**src/rtl/lcd_mode_sequencer.sv**
```systemverilog
// Dot-timing controller for the LCD pixel path: PPU mode sequence, line counter,
// pixel strobe, LYC coincidence and STAT/VBLANK interrupt pulses.
module lcd_mode_sequencer #(
    parameter int unsigned DOTS_PER_LINE = 456,
    parameter int unsigned LINES         = 154,
    parameter int unsigned VIS_LINES     = 144,
    parameter int unsigned OAM_DOTS      = 80,
    parameter int unsigned XFER_BASE     = 172,
    parameter int unsigned H_PIXELS      = 160
) (
    input  logic       clk,
    input  logic       reset_n,
    input  logic       clk4_en,
    input  logic       lcd_on,
    input  logic [2:0] scx_fine,
    input  logic [7:0] lyc,
    input  logic [3:0] stat_en,
    output logic [1:0] mode,
    output logic [7:0] ly,
    output logic       pix_en,
    output logic       lyc_match,
    output logic       stat_irq,
    output logic       vblank_irq
);

    typedef enum logic [1:0] {
        ModeHblank = 2'b00,
        ModeVblank = 2'b01,
        ModeOam    = 2'b10,
        ModeXfer   = 2'b11
    } mode_e;

    localparam logic [8:0] DotLast  = 9'(DOTS_PER_LINE - 1);
    localparam logic [7:0] LyLast   = 8'(LINES - 1);
    localparam logic [7:0] LyVis    = 8'(VIS_LINES);
    localparam logic [8:0] OamEnd   = 9'(OAM_DOTS);
    localparam logic [9:0] XferEnd0 = 10'(OAM_DOTS + XFER_BASE);
    localparam logic [9:0] HPix     = 10'(H_PIXELS);

    logic       r_run;
    logic [8:0] r_dot;
    logic [7:0] r_ly;
    logic [2:0] r_scx;
    mode_e      r_mode;
    logic       r_pix;
    logic       r_lyc;
    logic       r_stat_line;
    logic       r_stat_irq;
    logic       r_vb_irq;

    logic [8:0] w_dot_nx;
    logic [7:0] w_ly_nx;
    logic [2:0] w_s;
    logic [9:0] w_xfer_end;
    logic [9:0] w_pix_start;
    logic [9:0] w_dot_ext;
    logic       w_vis;
    mode_e      w_mode_nx;
    logic       w_pix_nx;
    logic       w_lyc_nx;
    logic       w_stat_nx;

    // First enable after a (re)start lands on dot 0 of line 0 instead of advancing.
    always_comb begin
        w_dot_nx = '0;
        w_ly_nx  = '0;
        if (r_run) begin
            if (r_dot == DotLast) begin
                w_dot_nx = '0;
                w_ly_nx  = (r_ly == LyLast) ? 8'd0 : r_ly + 8'd1;
            end else begin
                w_dot_nx = r_dot + 9'd1;
                w_ly_nx  = r_ly;
            end
        end
    end

    always_comb begin
        w_s         = (w_dot_nx == OamEnd) ? scx_fine : r_scx;
        w_xfer_end  = XferEnd0 + {7'd0, w_s};
        w_pix_start = w_xfer_end - HPix;
        w_dot_ext   = {1'b0, w_dot_nx};
        w_vis       = (w_ly_nx < LyVis);

        w_mode_nx = ModeHblank;
        if (!w_vis) begin
            w_mode_nx = ModeVblank;
        end else if (w_dot_nx < OamEnd) begin
            w_mode_nx = ModeOam;
        end else if (w_dot_ext < w_xfer_end) begin
            w_mode_nx = ModeXfer;
        end

        w_pix_nx  = w_vis && (w_dot_ext >= w_pix_start) && (w_dot_ext < w_xfer_end);
        w_lyc_nx  = (w_ly_nx == lyc);
        w_stat_nx = (w_lyc_nx && stat_en[3]) ||
                    ((w_mode_nx == ModeOam)    && stat_en[2]) ||
                    ((w_mode_nx == ModeVblank) && stat_en[1]) ||
                    ((w_mode_nx == ModeHblank) && stat_en[0]);
    end

    always_ff @(posedge clk or negedge reset_n) begin
        if (!reset_n) begin
            r_run       <= 1'b0;
            r_dot       <= '0;
            r_ly        <= '0;
            r_scx       <= '0;
            r_mode      <= ModeHblank;
            r_pix       <= 1'b0;
            r_lyc       <= 1'b0;
            r_stat_line <= 1'b0;
            r_stat_irq  <= 1'b0;
            r_vb_irq    <= 1'b0;
        end else if (!lcd_on) begin
            r_run       <= 1'b0;
            r_dot       <= '0;
            r_ly        <= '0;
            r_mode      <= ModeHblank;
            r_pix       <= 1'b0;
            r_lyc       <= 1'b0;
            r_stat_line <= 1'b0;
            r_stat_irq  <= 1'b0;
            r_vb_irq    <= 1'b0;
        end else if (clk4_en) begin
            r_run       <= 1'b1;
            r_dot       <= w_dot_nx;
            r_ly        <= w_ly_nx;
            if (w_dot_nx == OamEnd) begin
                r_scx <= scx_fine;
            end
            r_mode      <= w_mode_nx;
            r_pix       <= w_pix_nx;
            r_lyc       <= w_lyc_nx;
            r_stat_line <= w_stat_nx;
            r_stat_irq  <= w_stat_nx & ~r_stat_line;
            r_vb_irq    <= r_run && (w_dot_nx == 9'd0) && (w_ly_nx == LyVis);
        end else begin
            r_stat_irq <= 1'b0;
            r_vb_irq   <= 1'b0;
        end
    end

    assign mode       = r_mode;
    assign ly         = r_ly;
    assign pix_en     = r_pix;
    assign lyc_match  = r_lyc;
    assign stat_irq   = r_stat_irq;
    assign vblank_irq = r_vb_irq;

endmodule

```
**config.mk**
```make
export PLATFORM = sky130hd
export DESIGN_NAME = lcd_mode_sequencer
export DESIGN_NICKNAME = d
export VERILOG_FILES = /design/src/rtl/lcd_mode_sequencer.sv
export SDC_FILE = /design/constraint.sdc
export NUM_CORES = 1
export LEC_CHECK = 0
export ABC_AREA = 0
export CORE_MARGIN = 2
export CORE_UTILIZATION = 25
export CTS_CLUSTER_SIZE = 10
export DETAILED_ROUTE_END_ITERATION = 10
export HOLD_SLACK_MARGIN = 0.02
export PLACE_DENSITY_LB_ADDON = 0.3
export SLEW_MARGIN = 20
export SYNTH_ARGS = -nofsm -noshare
export SYNTH_HDL_FRONTEND = slang
export SYNTH_SLANG_ARGS = --single-unit
export TNS_END_PERCENT = 10
```
**constraint.sdc**
```tcl
create_clock -name clk -period 11.1 [get_ports clk]
set_input_delay 2.22 -clock clk [delete_from_list [all_inputs] [get_ports clk]]
set_output_delay 2.22 -clock clk [all_outputs]
set_load 0.03 [all_outputs]
```
==> impl_metrics.yaml, run 1 <==
grt:
  grt_pass1_vias: 2310
  grt_max_degree: 32
  grt-ovfl-total: 0
  grt_pass1_wl_um: 11800
  busiest_layer: "met2"
  use_met2_pct: 23.0
  antenna_found_initial: 0
  grtUsageTotal_pct: 13.1
  gr-usage-met1_pct: 17.0
  met3_usage_pct: 2.12
clock_tree:
  cts-root-buf: "clkbuf_8"
  clk_pin_slew_ns: 0.11
  cts_max_level: 1
  postCtsSetupBuffers: 0
  cts_hold_buf: 0
  clkLatencyLatePin_ns: 0.28
  clock_sinks: 28
  cts_buffer_depth: 2
  cts_resized: 0
  cts_tree: "yes"
  numCtsBuffers: 3
synth:
  yosysSeqAreaShare_pct: 27.6
  ys.warnings.count: 0
  ys_seq_elements: 28
  synthesis.nets: 333
  synth_edf_count: 0
  synth_top_cell_area_share_pct: 27.6
  synth_cell_type_count: 59
  synth_flop_cell: "dfrtp_1"
  syn_avg_cell_area_um2: 8.43
  yosysTopAreaCell: "dfrtp_1"
  async_reset_ff_share_pct: 100
  synthCells: 301
  syn_area_mm2: 0.00254
  netlist_top_cells_area: "dfrtp_1, ha_1, nand2_1, mux2i_1, nor2b_1"
die:
  fp.dieH_um: 105
  num_rows: 36
  die_w_um: 105
  core-area_mm2: 0.00982
  dieArea_mm2: 0.0110
  ios: 33
  start_util_pct: 25.8
final_layout:
  instances_no_fill: 456
  final_nets: 356
  drive_gt1_share_pct: 7.12
  syn2layout_area_growth_pct: 19.5
  antenna_cells: 0
critical_path:
  worstSetupPathType: "input pin to flop"
  worstPathRequired_ns: 11.33
  end_kind: "flop"
  cp-start-kind: "input pin"
  arrival_ns: 4.62
  cpPeakStageDelay_ns: 0.99
  path_max_fanout: 24
  cp_num_buf_inv: 1
  critPathSlowestCell: "clkdlybuf4s50_1"
  reg2reg_setup_slack_ns: 6.77
  path_cells: "clkdlybuf4s50_1, nand2_1, a21oi_1, o211a_1, nor4b_1, and4_1, a211o_1"
  cp_top_family: "buffers and inverters"
power:
  powerDensity_mw_per_mm2: 72.2
  comb_power_share_pct: 13.6
  p_total_w: 0.000219
  peakVddDrop_mv: 0.0427
  internal-power_w: 0.000165
  p_switching_w: 0.0000540
  swShare_pct: 24.7
  total_leakage_power_nw: 1.18
  seq_power_share_pct: 47.7
  clock_power_share_pct: 38.7
route:
  dr.first_iter.drc_count: 131
  postRouteAntennaNets: 0
  drt-vias-per-instance: 5.15
  first_pass_iters: 4
  wire_per_inst_um: 15.2
  finalWirelength_um: 6950
  route.detailed.drc: 0
  vias: 2349
sta:
  period_share_pct: 39.6
  slew_viol_final: 0
  slew_headroom_pct: 33.9
  setup_tns_ns: 0
  worst_slack_ns: 6.71
  hold_viol_final: 0
  min_period_ns: 4.39
  worstMarginPinSlew_ns: 0.980
  max_freq_ghz: 0.228
  clock_skew_ns: 0.00176
  fin_hold_ws_ns: 0.504
  rsz0062_at_grt: "false"
  setup_viol: 0
placement:
  port-buffer-count: 32
  pre_cts_ws_ns: 6.37
  gp_congestion: 0.883
  hpwlAfterDp_um: 5010
  placed_cells: 452
run:
  max_cap_violations: 0
worst_hold_path:
  hold_path.class: "flop to flop"
status:
  run_status: "complete, no violations"
-- layout by cell type (no fill, tap or decap), types with 5 or more instances in the layout --
cell / synthesis / routed
a21boi_0: 8 / 8
a21oi_1: 9 / 9
a31oi_1: 5 / 5
and2_1: 5 / 5
clkdlybuf4s50_1: 0 / 32
dfrtp_1: 28 / 28
ha_1: 13 / 13
inv_1: 15 / 15
mux2_2: 8 / 8
mux2i_1: 10 / 10
nand2_1: 29 / 29
nand2b_1: 5 / 5
nand3_1: 12 / 12
nand4_1: 8 / 8
nor2_1: 15 / 15
nor2b_1: 16 / 16
nor3_1: 8 / 8
o21ai_0: 20 / 20
or3_1: 7 / 7
xnor2_1: 9 / 9
-- metrics by stage --
| step | util, % | area [um2] |
|---|---|---|
| 3_5_place_dp | 30.2 | 2960 |
| 6_report | 30.9 | 3030 |
| 3_3_place_gp | 30.2 | 2960 |
| 4_1_cts | 30.9 | 3030 |
| 2_1_floorplan | - | 2540 |
| 5_1_grt | 30.9 | 3030 |
-- cell type report --
| cell class | instances | area [um2] |
|---|---|---|
| clock buffer | 3 | 41.3 |
| clock inverter | 1 | 30.0 |
| fill | 1086 | 6790 |
| inverter | 15 | 56.3 |
| multi-input combinational | 242 | 1700 |
| sequential | 28 | 701 |
| tap | 133 | 166 |
| timing repair buffer | 34 | 335 |
-- worst paths after layout --
kind | from | to | cells past startpoint
worst min-delay path | lyc_match | lyc_match | 2
worst max-delay path | lcd_on | r_stat_line | 7
worst max register to register | r_dot[0] | r_stat_line | 14
worst min register to register | lyc_match | lyc_match | 2
max in group asynchronous | reset_n | r_dot[5] | 2
min in group asynchronous | reset_n | ly[2] | 2
-- synthesized netlist by cell type, types with 7 or more instances --
| cell type | instances |
|---|---|
| clkbuf_1 | 10 |
| nor3_1 | 8 |
| dfrtp_1 | 28 |
| nor2_1 | 15 |
| mux2i_1 | 10 |
| nand3_1 | 12 |
| mux2_2 | 8 |
| o21ai_0 | 20 |
| xnor2_1 | 9 |
| nand2_1 | 29 |
| a21oi_1 | 9 |
| ha_1 | 13 |
| a21boi_0 | 8 |
| inv_1 | 15 |
| nor2b_1 | 16 |
| nand4_1 | 8 |
| or3_1 | 7 |
-- worst min-delay path: stages (launching register included) --
cell and delay [ns]:
dfrtp_1 0.37, nand2_1 0.05, nand2_1 0.05
-- routing by layer --
| metal | vias up | wire, um |
|---|---|---|
| li1 | 1148 | - |
| met1 | 1147 | 3240 |
| met2 | 50 | 3410 |
| met3 | 4 | 246 |
| met4 | 0 | 55 |
| met5 | - | 0 |
-- logic make-up (layout without fill, tap and decap cells) --
logic type	Yosys count	in the layout	synth area share [%]
AND/OR/NAND/NOR	129	129	30.2
AO/OA/AOI/OAI	70	70	18.8
buffers and inverters	31	53	5.28
flip-flops	28	28	27.6
multiplexers	18	18	7.50
adder cells (fa/ha/maj)	13	13	6.41
XOR/XNOR	12	12	4.14
-- power by group through the flow --
stage	registers [W]	clock network (W)	logic, W
finish	0.000104	0.0000847	0.0000297
global route	0.000105	0.0000929	0.0000326
CTS	0.000104	0.0000886	0.0000303
detailed placement	0.000106	0	0.0000301
global placement	0.000106	0	0.0000300
floorplan	0.000107	0	0.0000133
-- sequential cells by signal, indices dropped and copies added, names as in the netlist --
name	flops
ly	8
lyc_match	1
r_dot	9
r_scx	3
mode	2
stat_irq	1
pix_en	1
vblank_irq	1
r_stat_line	1
r_run	1
Note: power is estimated with default switching activity, not from simulation.
==> run 2, diff against run 1 <==
- clock period: 11.1 -> 4 ns (I/O delays scaled with it)
==> run 2 against run 1 <==
Compared with the run above: non-clock buffer count up 11; die area unchanged; count of clock-buffer cells in the layout unchanged; final cell count up 2.2%; sequential cell count unchanged; clock skew up 0.00068 ns; critical path depth up 7; clock power up 96%; largest power group unchanged; highest routed layer unchanged.
==> impl_metrics.yaml, run 2 (same netlist as run 1, synthesis figures left out) <==
critical_path:
  path_max_fanout: 7
  cp_top_family: "compound AO/OA/AOI/OAI gates"
  cp-start-kind: "flop"
  cpMostUsedCell: "a21oi_1"
  r2r_cells: 14
  reg2reg_setup_slack_ns: 0.34
  path_cells: "ha_4, nand4_1, or3_1, a21oi_1, and4b_1, mux2_2, ha_1, a21o_1, a21oi_1, a21oi_1, o31ai_2, a21o_1, o211ai_1, a211o_1"
  rr_startpoint: "r_dot[0]"
  reg2reg_to: "r_stat_line"
  worstPathRequired_ns: 4.18
  critPathSlowestCell: "dfrtp_1"
  worstSetupPathType: "flop to flop"
  arrival_ns: 3.84
  cp_num_buf_inv: 0
  cpPeakStageDelay_ns: 0.47
  end_kind: "flop"
sta:
  period_share_pct: 91.6
  worst_slack_ns: 0.336
  slew_headroom_pct: 55.5
  min_period_ns: 3.66
  worstMarginPinSlew_ns: 0.658
  clock_skew_ns: 0.00244
  fin_hold_ws_ns: 0.497
  setup_viol: 0
  hold_viol_final: 0
  max_freq_ghz: 0.273
  slew_viol_final: 0
route:
  postRouteAntennaNets: 0
  drt-vias-per-instance: 5.18
  vias: 2412
  finalWirelength_um: 7170
  first_pass_iters: 6
  dr.first_iter.drc_count: 106
  route.detailed.drc: 0
  wire_per_inst_um: 15.4
grt:
  grt-ovfl-total: 0
  grt_max_degree: 31
  grt_pass1_wl_um: 12100
  grt_pass1_vias: 2461
  grtUsageTotal_pct: 13.3
  antenna_found_initial: 0
placement:
  port-buffer-count: 32
  placed_cells: 463
  pre_cts_ws_ns: 0.169
  gp_congestion: 0.860
  hpwlAfterDp_um: 5290
die:
  start_util_pct: 25.8
  dieArea_mm2: 0.0110
  core-area_mm2: 0.00982
  fp.dieH_um: 105
  ios: 33
  die_w_um: 105
  num_rows: 36
power:
  peakVddDrop_mv: 0.141
  powerDensity_mw_per_mm2: 174
  p_total_w: 0.000543
  total_leakage_power_nw: 1.23
final_layout:
  drive_gt1_share_pct: 11.4
  postLayoutCoreUtil_pct: 31.7
  instances_no_fill: 466
  syn2layout_area_growth_pct: 22.8
  n_fill_cell: 1070
  largest_register_ffs: 9
  final_common_cell: "clkdlybuf4s50_1"
  final_nets: 367
  top_register: "r_dot"
  layout_common_cells: "clkdlybuf4s50_1, nand2_1, dfrtp_1"
  antenna_cells: 0
clock_tree:
  cts_tree: "yes"
  clkLatencyLatePin_ns: 0.28
  clock_sinks: 28
  cts-root-buf: "clkbuf_8"
  cts_hold_buf: 0
  cts_buffer_depth: 2
  numCtsBuffers: 3
  cts_max_level: 1
  clk_pin_slew_ns: 0.10
worst_hold_path:
  hold_path.class: "flop to flop"
  hp-start: "lyc_match"
  whs_endpoint: "lyc_match"
  whs_path_depth: 2
run:
  max_cap_violations: 0
status:
  run_status: "complete, no violations"
-- run 2: changes by cell type in the layout (fill, tap and decap cells not counted) --
cell,before,now
nor4b_1,2,1
ha_1,13,12
nor3b_1,3,2
ha_4,0,1
dfrtp_2,0,1
nor4b_2,0,1
o31ai_1,2,1
nor3b_2,0,1
dfrtp_1,28,27
o31ai_2,0,1
bufinv_16,1,0
buf_4,2,13
-- run 2: worst max path at each step --
stage	to	slack, ns	depth (start not counted)	from
after global routing	r_stat_line	-0.01	14	r_dot[0]
after detailed placement	r_stat_line	0.17	14	r_dot[0]
after floorplan	r_stat_line	0.14	15	r_dot[0]
after global placement	r_stat_line	0.27	14	r_dot[0]
final	r_stat_line	0.34	14	r_dot[0]
after CTS	r_stat_line	0.13	14	r_dot[0]
-- run 2: repair_timing --
action,CTS,global route
setup buffers,0,0
resized for setup,0,6
setup endpoints to repair,0,5
-- run 2: final cells by class --
cell class,instances,area [um2],share of cell area [%]
tap,133,166,5.34
timing repair buffer,45,418,13.4
inverter,15,56.3,1.81
multi-input combinational,242,1730,55.6
clock buffer,3,41.3,1.33
sequential,28,702,22.5
-- run 2: where the power goes --
group | total, W | internal (W) | leakage, nW | switching (W)
clock network | 0.000166 | 0.0000680 | 0.0216 | 0.0000976
registers | 0.000290 | 0.000286 | 0.385 | 0.00000413
logic | 0.0000877 | 0.0000415 | 0.819 | 0.0000461
total | 0.000543 | 0.000396 | 1.23 | 0.000148
-- run 2: layer usage --
layer,vias up,global-route usage (%),wire length [um]
met2,78,23.4,3490
met4,0,3.52,130
met3,12,2.31,387
met1,1163,16.8,3170
met5,-,0,0
li1,1159,-,-
-- run 2: stage by stage --
stage	area [um2]	setup TNS (ns)
after detailed placement	3040	0
after floorplan	2540	0
after global placement	3040	0
after CTS	3090	0
after global routing	3120	-0.0106
final	3120	0
-- run 2: worst min-delay path: stages (launching register included) --
cell,delay [ns]
dfrtp_1,0.36
nand2_1,0.05
nand2_1,0.06
